File: src/rtl/mul_sequencer_if.sv
// mul_sequencer_if: request/response handshake plus shared-ALU borrow port of the multiplier.
interface mul_sequencer_if;
    logic        req_valid;
    logic        req_ready;
    logic [31:0] req_a;
    logic [31:0] req_b;
    logic        resp_valid;
    logic        resp_ready;
    logic [31:0] resp_data;
    logic        alu_own;
    logic [31:0] alu_src1;
    logic [31:0] alu_src2;
    logic [3:0]  alu_ctrl;
    logic [31:0] alu_result;
    modport master (
        output req_valid, req_a, req_b, resp_ready, alu_result,
        input  req_ready, resp_valid, resp_data, alu_own, alu_src1, alu_src2, alu_ctrl
    );
    modport slave (
        input  req_valid, req_a, req_b, resp_ready, alu_result,
        output req_ready, resp_valid, resp_data, alu_own, alu_src1, alu_src2, alu_ctrl
    );
endinterface

File: src/rtl/mul_sequencer.sv
// mul_sequencer: shift-and-add 32-bit MUL (low word) that borrows the core ALU for every add and shift.
module mul_sequencer #(
    parameter int ITER_MAX = 32
) (
    input logic            clk,
    input logic            rst_n,
    mul_sequencer_if.slave bus
);
    typedef enum logic [1:0] {IDLE, ADD, SHIFT, DONE} state_t;
    localparam logic [3:0] ALU_ADD = 4'b0010;
    localparam logic [3:0] ALU_SLL = 4'b0100;
    localparam logic [5:0] ITER_LAST = 6'(ITER_MAX - 1);

    state_t      state_q, state_d;
    logic [31:0] acc_q, acc_d;
    logic [31:0] mcand_q, mcand_d;
    logic [31:0] mplier_q, mplier_d;
    logic [5:0]  cnt_q, cnt_d;

    always_ff @(posedge clk) begin
        if (!rst_n) begin
            state_q  <= IDLE;
            acc_q    <= '0;
            mcand_q  <= '0;
            mplier_q <= '0;
            cnt_q    <= '0;
        end else begin
            state_q  <= state_d;
            acc_q    <= acc_d;
            mcand_q  <= mcand_d;
            mplier_q <= mplier_d;
            cnt_q    <= cnt_d;
        end
    end

    // Stop as soon as no multiplier bits remain, so latency tracks the highest set bit.
    always_comb begin
        state_d = state_q;
        case (state_q)
            IDLE:    state_d = !bus.req_valid ? IDLE : (bus.req_b != '0 ? ADD : DONE);
            ADD:     state_d = SHIFT;
            SHIFT:   state_d = (mplier_q[31:1] == '0 || cnt_q == ITER_LAST) ? DONE : ADD;
            default: state_d = bus.resp_ready ? IDLE : DONE;
        endcase
    end

    always_comb begin
        acc_d    = acc_q;
        mcand_d  = mcand_q;
        mplier_d = mplier_q;
        cnt_d    = cnt_q;
        if (state_q == IDLE && bus.req_valid) begin
            acc_d    = '0;
            mcand_d  = bus.req_a;
            mplier_d = bus.req_b;
            cnt_d    = '0;
        end
        if (state_q == ADD && mplier_q[0])
            acc_d = bus.alu_result;
        if (state_q == SHIFT) begin
            mcand_d  = bus.alu_result;
            mplier_d = mplier_q >> 1;
            cnt_d    = cnt_q + 6'd1;
        end
    end

    always_comb begin
        bus.req_ready  = state_q == IDLE;
        bus.resp_valid = state_q == DONE;
        bus.resp_data  = state_q == DONE ? acc_q : '0;
        bus.alu_own    = state_q == ADD || state_q == SHIFT;
        bus.alu_src1   = state_q == ADD ? acc_q : (state_q == SHIFT ? mcand_q : '0);
        bus.alu_src2   = state_q == ADD ? mcand_q : (state_q == SHIFT ? 32'd1 : '0);
        bus.alu_ctrl   = state_q == ADD ? ALU_ADD : (state_q == SHIFT ? ALU_SLL : 4'b0000);
    end
endmodule
File: src/flat_wrapper.sv
// flat-port wrapper written by rule: the top's interface ports become plain ports
module mul_sequencer_flat 
#(
    parameter int ITER_MAX = 32
)
  (clk, rst_n, bus_req_valid, bus_req_a, bus_req_b, bus_resp_ready, bus_alu_result, bus_req_ready, bus_resp_valid, bus_resp_data, bus_alu_own, bus_alu_src1, bus_alu_src2, bus_alu_ctrl);
  mul_sequencer_if bus_i ();
  input logic clk;
  input logic rst_n;
  input wire logic [$bits(bus_i.req_valid)-1:0] bus_req_valid;
  input wire logic [$bits(bus_i.req_a)-1:0] bus_req_a;
  input wire logic [$bits(bus_i.req_b)-1:0] bus_req_b;
  input wire logic [$bits(bus_i.resp_ready)-1:0] bus_resp_ready;
  input wire logic [$bits(bus_i.alu_result)-1:0] bus_alu_result;
  output wire logic [$bits(bus_i.req_ready)-1:0] bus_req_ready;
  output wire logic [$bits(bus_i.resp_valid)-1:0] bus_resp_valid;
  output wire logic [$bits(bus_i.resp_data)-1:0] bus_resp_data;
  output wire logic [$bits(bus_i.alu_own)-1:0] bus_alu_own;
  output wire logic [$bits(bus_i.alu_src1)-1:0] bus_alu_src1;
  output wire logic [$bits(bus_i.alu_src2)-1:0] bus_alu_src2;
  output wire logic [$bits(bus_i.alu_ctrl)-1:0] bus_alu_ctrl;
  assign bus_i.req_valid = bus_req_valid;
  assign bus_i.req_a = bus_req_a;
  assign bus_i.req_b = bus_req_b;
  assign bus_i.resp_ready = bus_resp_ready;
  assign bus_i.alu_result = bus_alu_result;
  assign bus_req_ready = bus_i.req_ready;
  assign bus_resp_valid = bus_i.resp_valid;
  assign bus_resp_data = bus_i.resp_data;
  assign bus_alu_own = bus_i.alu_own;
  assign bus_alu_src1 = bus_i.alu_src1;
  assign bus_alu_src2 = bus_i.alu_src2;
  assign bus_alu_ctrl = bus_i.alu_ctrl;
  mul_sequencer #(.ITER_MAX(ITER_MAX)) u_core (.clk(clk), .rst_n(rst_n), .bus(bus_i));
endmodule
File: config.mk
export PLATFORM = sky130hd
export DESIGN_NAME = mul_sequencer_flat
export DESIGN_NICKNAME = d
export VERILOG_FILES = /design/src/rtl/mul_sequencer_if.sv /design/src/rtl/mul_sequencer.sv /design/src/flat_wrapper.sv
export SDC_FILE = /design/constraint.sdc
export NUM_CORES = 1
export LEC_CHECK = 0
export ABC_AREA = 1
export BUFFER_PORTS_ARGS = -buffer_cell sky130_fd_sc_hd__buf_2
export CORE_AREA = 2 2 114 116
export CTS_CLUSTER_DIAMETER = 30
export DETAILED_ROUTE_END_ITERATION = 8
export DIE_AREA = 0 0 116 118
export PLACE_DENSITY = 0.71
export SYNTH_ARGS = -nofsm -noshare
export SYNTH_HDL_FRONTEND = slang
export SYNTH_SLANG_ARGS = --single-unit
File: constraint.sdc
create_clock -name clk -period 1.7 [get_ports clk]
set_input_delay 0.17 -clock clk [delete_from_list [all_inputs] [get_ports clk]]
set_output_delay 0.17 -clock clk [all_outputs]
set_load 0.05 [all_outputs]
* Yosys cells after proc, flatten, opt, wreduce, memory -nomap -nowiden
Index checks and enable logic that the tools add are counted.
** Operators by class
- Equal/unequal tests :: 4
- Div/mod/pow operators :: 0
- Reductions and logical operators :: 10
- Multiplexer cells :: 20
- $add $sub $neg :: 1
- Bitwise operators :: 1
- Magnitude comparators :: 0
- $mul :: 0
- Shift operators :: 0
** Operator list (number)
- $mux W32 :: 8
- $mux W31 :: 2
- $reduce_bool A32 Y1 :: 1
- $logic_not A31 Y1 :: 1
- $mux W6 :: 2
- $mux W2 :: 4
- $add A6 B1 Y6 const B :: 1
- $eq A6 B5 Y1 const B :: 1
- $pmux W2 S3 :: 1
- $eq A2 B2 Y1 const B :: 2
- $mux W4 :: 1
- $reduce_bool A2 Y1 :: 2
- $mux W3 :: 1
- $eq A2 B1 Y1 const B :: 1
- $logic_and A1 B1 Y1 :: 2
- $logic_not A2 Y1 :: 1
- $logic_or A1 B1 Y1 :: 2
- $reduce_or A2 Y1 :: 1
- $mux W1 :: 1
- $not A1 Y1 :: 1
** Storage, ports and cells
- Register bits after elaboration :: 104
- ROM bits :: 0
- Latch bits :: 0
- Memories kept :: 0
- Word-level logic and storage cells :: 42
- Input port bits :: 100
- Output and inout bits :: 103
- RAM bits :: 0

* Longest topological paths before layout
- Depth in word-level cells :: 4
- Mapped depth :: 12
- Depth with buffers taken out :: 12

* Worst setup path after synthesis
Ideal clock, no wire load.
- Path type :: register to output
- Start :: register u_core.state_q[0]
- End :: output port bus_alu_src1[5]
- Buffers on the path :: 2
- Arrival time :: 2.536 ns
- Slack :: -1.006 ns
- Data required time :: 1.530 ns
- Stages on the path, launching flop included :: 7
- Cell sequence :: dfxtp_1 > inv_1 > ha_1 > buf_6 > nand2_4 > buf_6 > o21ai_0
** Between the ends
- Word-level cells in the longest chain between the ends :: 3
- Elaborated cells between the ends (all ways) :: 4
- Classes of those cells :: 2 x eq/ne; 2 x mux
** Ends and longest elaborated chain
- start: declaration :: RTL line mul_sequencer.sv:14 : state_t state_q, state_d;
- start signal: assignment :: RTL line mul_sequencer.sv:28 : state_q <= state_d;
- $eq A2 B2 Y1 :: RTL line mul_sequencer.sv:72 : bus.alu_src1 = state_q == ADD ? acc_q : (state_q == SHIFT ? mcand_q : '0);
- $mux W32 :: RTL line mul_sequencer.sv:72
- $mux W32 (*) :: RTL line mul_sequencer.sv:72
- end: declaration :: RTL line flat_wrapper.sv:19 : output wire logic [$bits(bus_i.alu_src1)-1:0] bus_alu_src1;
Every way passes the cells marked *; elsewhere a longest branch is shown, timed or not.

* Worst setup path in the final report
- Start :: register u_core.state_q[0]
- End :: output port bus_alu_src1[16]
Same word-level chain as after synthesis.

==> flow_summary_export.csv <==
group,metric,value,unit
global_route,grt-ovfl-total,0,
placed_design,dpl_worst_slack,-0.0820,ns
global_route,grt_max_degree,54,
global_route,antenna_found_initial,0,
yosys,yosys-top-cells-area,"dfxtp_1 38%, nand2_1 9.0%, nor2_1 8.2%",
yosys,synth_top_area_cell,"dfxtp_1",
timing,finalHoldViolations,0,
run,maxCapViolations,0,
setup_path,startpoint_type,"register",
setup_path,ff2ff_setup_slack,0.09,ns
placed_design,io_buffers,200,
min_path,whs_path_depth,3,
timing,rsz0062_at_grt,"true",
cts,cts_tree,"yes",
power_and_ir_drop,p_clk_frac,0.336,
power_and_ir_drop,seqPwrFrac,0.408,
routing,routed-wl-met3,1340,µm
timing,period_share,1.05,
yosys,syn_area,0.00551,mm²
cts,root_buffer,"clkbuf_16",
yosys,yosys_warnings,0,
layout,finalInstanceArea,0.00882,mm²
timing,finalSetupViolCount,66,
yosys,postSynthCellCount,821,
die,io_pins,203,
yosys,synth_seq_cells,104,
setup_path,cp_data_required_time,1.53,ns
global_route,grt_pass1_wl,29100,µm
yosys,synth.avg_cell_area,6.71,µm²
routing,vias,6197,
yosys,synthDistinctLibCells,33,
cts,clk_pin_slew,0.07,ns
timing,setup_ws,-0.0812,ns
yosys,synth-seq-area-share,0.378,
global_route,track_usage,0.268,
min_path,min_to,"u_core.mplier_q[22]",
timing,fmax,0.561,GHz
timing,drv_slew,0,
layout,fill_cells,1001,
layout,utilization,0.710,
routing,drc_errors,0,
min_path,worstHoldStart,"bus_req_b[22]",
setup_path,critPathKind,"reg2out",
placed_design,hpwl,11500,µm
setup_path,worstRegToRegCells,7,
routing,wl_per_cell,15.9,µm
die,die_area,0.0137,mm²
power_and_ir_drop,p_int,4.62,mW
yosys,synthTopCellsByCount,"132 x nand2_1, 121 x nor2_1, 114 x inv_1",
routing,routed_wl,18900,µm
setup_path,r2r-end,"u_core.mcand_q[11]",
power_and_ir_drop,p_leak,3.62,nW
layout,antenna_cells,0,
setup_path,crit_fanout,8,
power_and_ir_drop,powerDensity,771,mW/mm²
timing,finClkSkew,0.00625,ns
cts,cts_buffers,9,
yosys,synth_top_area_share,0.378,
setup_path,reg2reg_from,"u_core.state_q[0]",
setup_path,arrival,1.61,ns
cts,clk_latency,0.36,ns
power_and_ir_drop,p_sw_frac,0.321,
die,die_w,116,µm
cts,hold_buffers,0,
setup_path,end_kind,"output port",
cts,cts_buffer_depth,2,
yosys,synthFlopType,"dfxtp_1",
outcome,status,"finished, violations left",
placed_design,place_area,0.00723,mm²
layout,drive_gt1_frac,0.406,
routing,drt_iter0_drc,381,
yosys,synth_most_common_cell,"nand2_1",
routing,wl_met1,7410,µm
die,core_area,0.0124,mm²
global_route,grt_pass1_vias,5991,
routing,ant_nets,0,
die,chipHeight,118,µm
cts,clock_sinks,104,
min_path,hp-class,"in2reg",
layout,final_net_count,1115,
die,rows,41,
die,initial_core_util,0.444,
cts,htreeDepth,3,
power_and_ir_drop,p_comb_frac,0.256,
layout,area_growth,60.0,%
outcome,violations,"negative setup slack",
timing,post-route-min-period,1.78,ns
yosys,synth_edf_count,0,
routing,dr.pass1.iters,5,
yosys,synth-async-reset-ratio,0,
power_and_ir_drop,max-vdd-ir-drop,0.000610,V
routing,via_per_inst,5.23,
routing,dr_wl_met2,9630,µm
placed_design,routabilityCongestion,0.802,
routing,highest_layer,"met4",
power_and_ir_drop,p_switching,2.18,mW
## layout make-up
cell class / instances / area [µm²] / area share
sequential: 104 / 2090 / 0.237
clock buffer: 12 / 256 / 0.0291
inverter: 118 / 689 / 0.0782
timing repair buffer: 238 / 2270 / 0.257
multi-input combinational: 539 / 3240 / 0.367
tap: 172 / 215 / 0.0244
clock inverter: 3 / 65.1 / 0.00738
## worst max-delay path by stage
stage	to	startpoint	slack, ns	cells after the start
after floorplan	bus_alu_src1[10]	u_core.state_q[0]	-0.07	6
after global placement	u_core.cnt_q[5]	u_core.state_q[0]	-0.02	7
after detailed placement	u_core.cnt_q[5]	u_core.state_q[0]	-0.08	7
after CTS	bus_alu_src1[31]	u_core.state_q[1]	-0.09	7
after global routing	bus_alu_src1[6]	u_core.state_q[1]	-0.14	7
final	bus_alu_src1[16]	u_core.state_q[0]	-0.08	6
## cells by family (layout without fill, tap and decap cells)
family | Yosys count | count (layout) | share of synthesized area
simple gates | 351 | 351 | 0.268
compound gates | 181 | 181 | 0.198
buf+inv | 179 | 371 | 0.144
flops | 104 | 104 | 0.378
fa+ha+maj | 5 | 5 | 0.0114
other cells | 1 | 2 | 0.000680
## repair_timing
action | in CTS | in global routing
setup endpoints to repair | 147 | 145
gates cloned | 5 | 2
pin swaps | 2 | 9
resized for setup | 206 | 107
setup buffers | 5 | 2
## flip-flops by register name (all words and copies together) (netlist names)
register / flops
u_core.cnt_q: 6
u_core.mplier_q: 32
u_core.state_q: 2
u_core.acc_q: 32
u_core.mcand_q: 32
## per-layer routing
layer  track usage  up-vias
li1              -     3014
met1         0.323     2879
met2         0.473      261
met3        0.0597       43
met4        0.0707        0
met5             0        -
## placed cells by master (no fill, tap or decap), types with 3 or more instances in the layout
cell type / n
buf_8: 43
o21ai_0: 59
inv_1: 50
nand2_4: 22
nand2_1: 97
ha_4: 3
dfxtp_1: 102
nor2_1: 121
nand2_2: 14
o21ai_4: 31
buf_12: 5
buf_4: 29
nand3_1: 69
buf_6: 51
a21oi_1: 36
clkinvlp_4: 61
buf_2: 101
o21ai_1: 5
buf_16: 5
clkbuf_16: 11
a211oi_2: 10
nor3_1: 20
a211oi_1: 31
## power by group through the flow
stage / clock, mW / sequential, mW / combinational (mW)
floorplan: 0 / 2.78 / 1.14
global placement: 0 / 2.81 / 1.49
detailed placement: 0 / 2.82 / 1.51
CTS: 2.31 / 2.77 / 1.68
global route: 2.39 / 2.80 / 1.89
finish: 2.28 / 2.77 / 1.74
## critical path, cell delays in order (launching register included)
cell and delay, ns:
dfxtp_4 0.37, inv_1 0.11, ha_4 0.19, nand2_8 0.10, buf_16 0.18, o21ai_4 0.15
buf_8 0.16
## through the flow
stage / std cells / TNS, ns / hold WS [ns] / power, mW
global placement: 1157 / -0.0173 / 0.441 / 4.31
detailed placement: 1157 / -0.481 / 0.453 / 4.32
finish: 1186 / -2.77 / 0.0768 / 6.80
floorplan: 822 / -4.43 / 0.324 / 3.92
CTS: 1182 / -2.53 / 0.0709 / 6.76
global route: 1186 / -7.77 / 0.0925 / 7.08
Power figures use the tool's default switching activity.
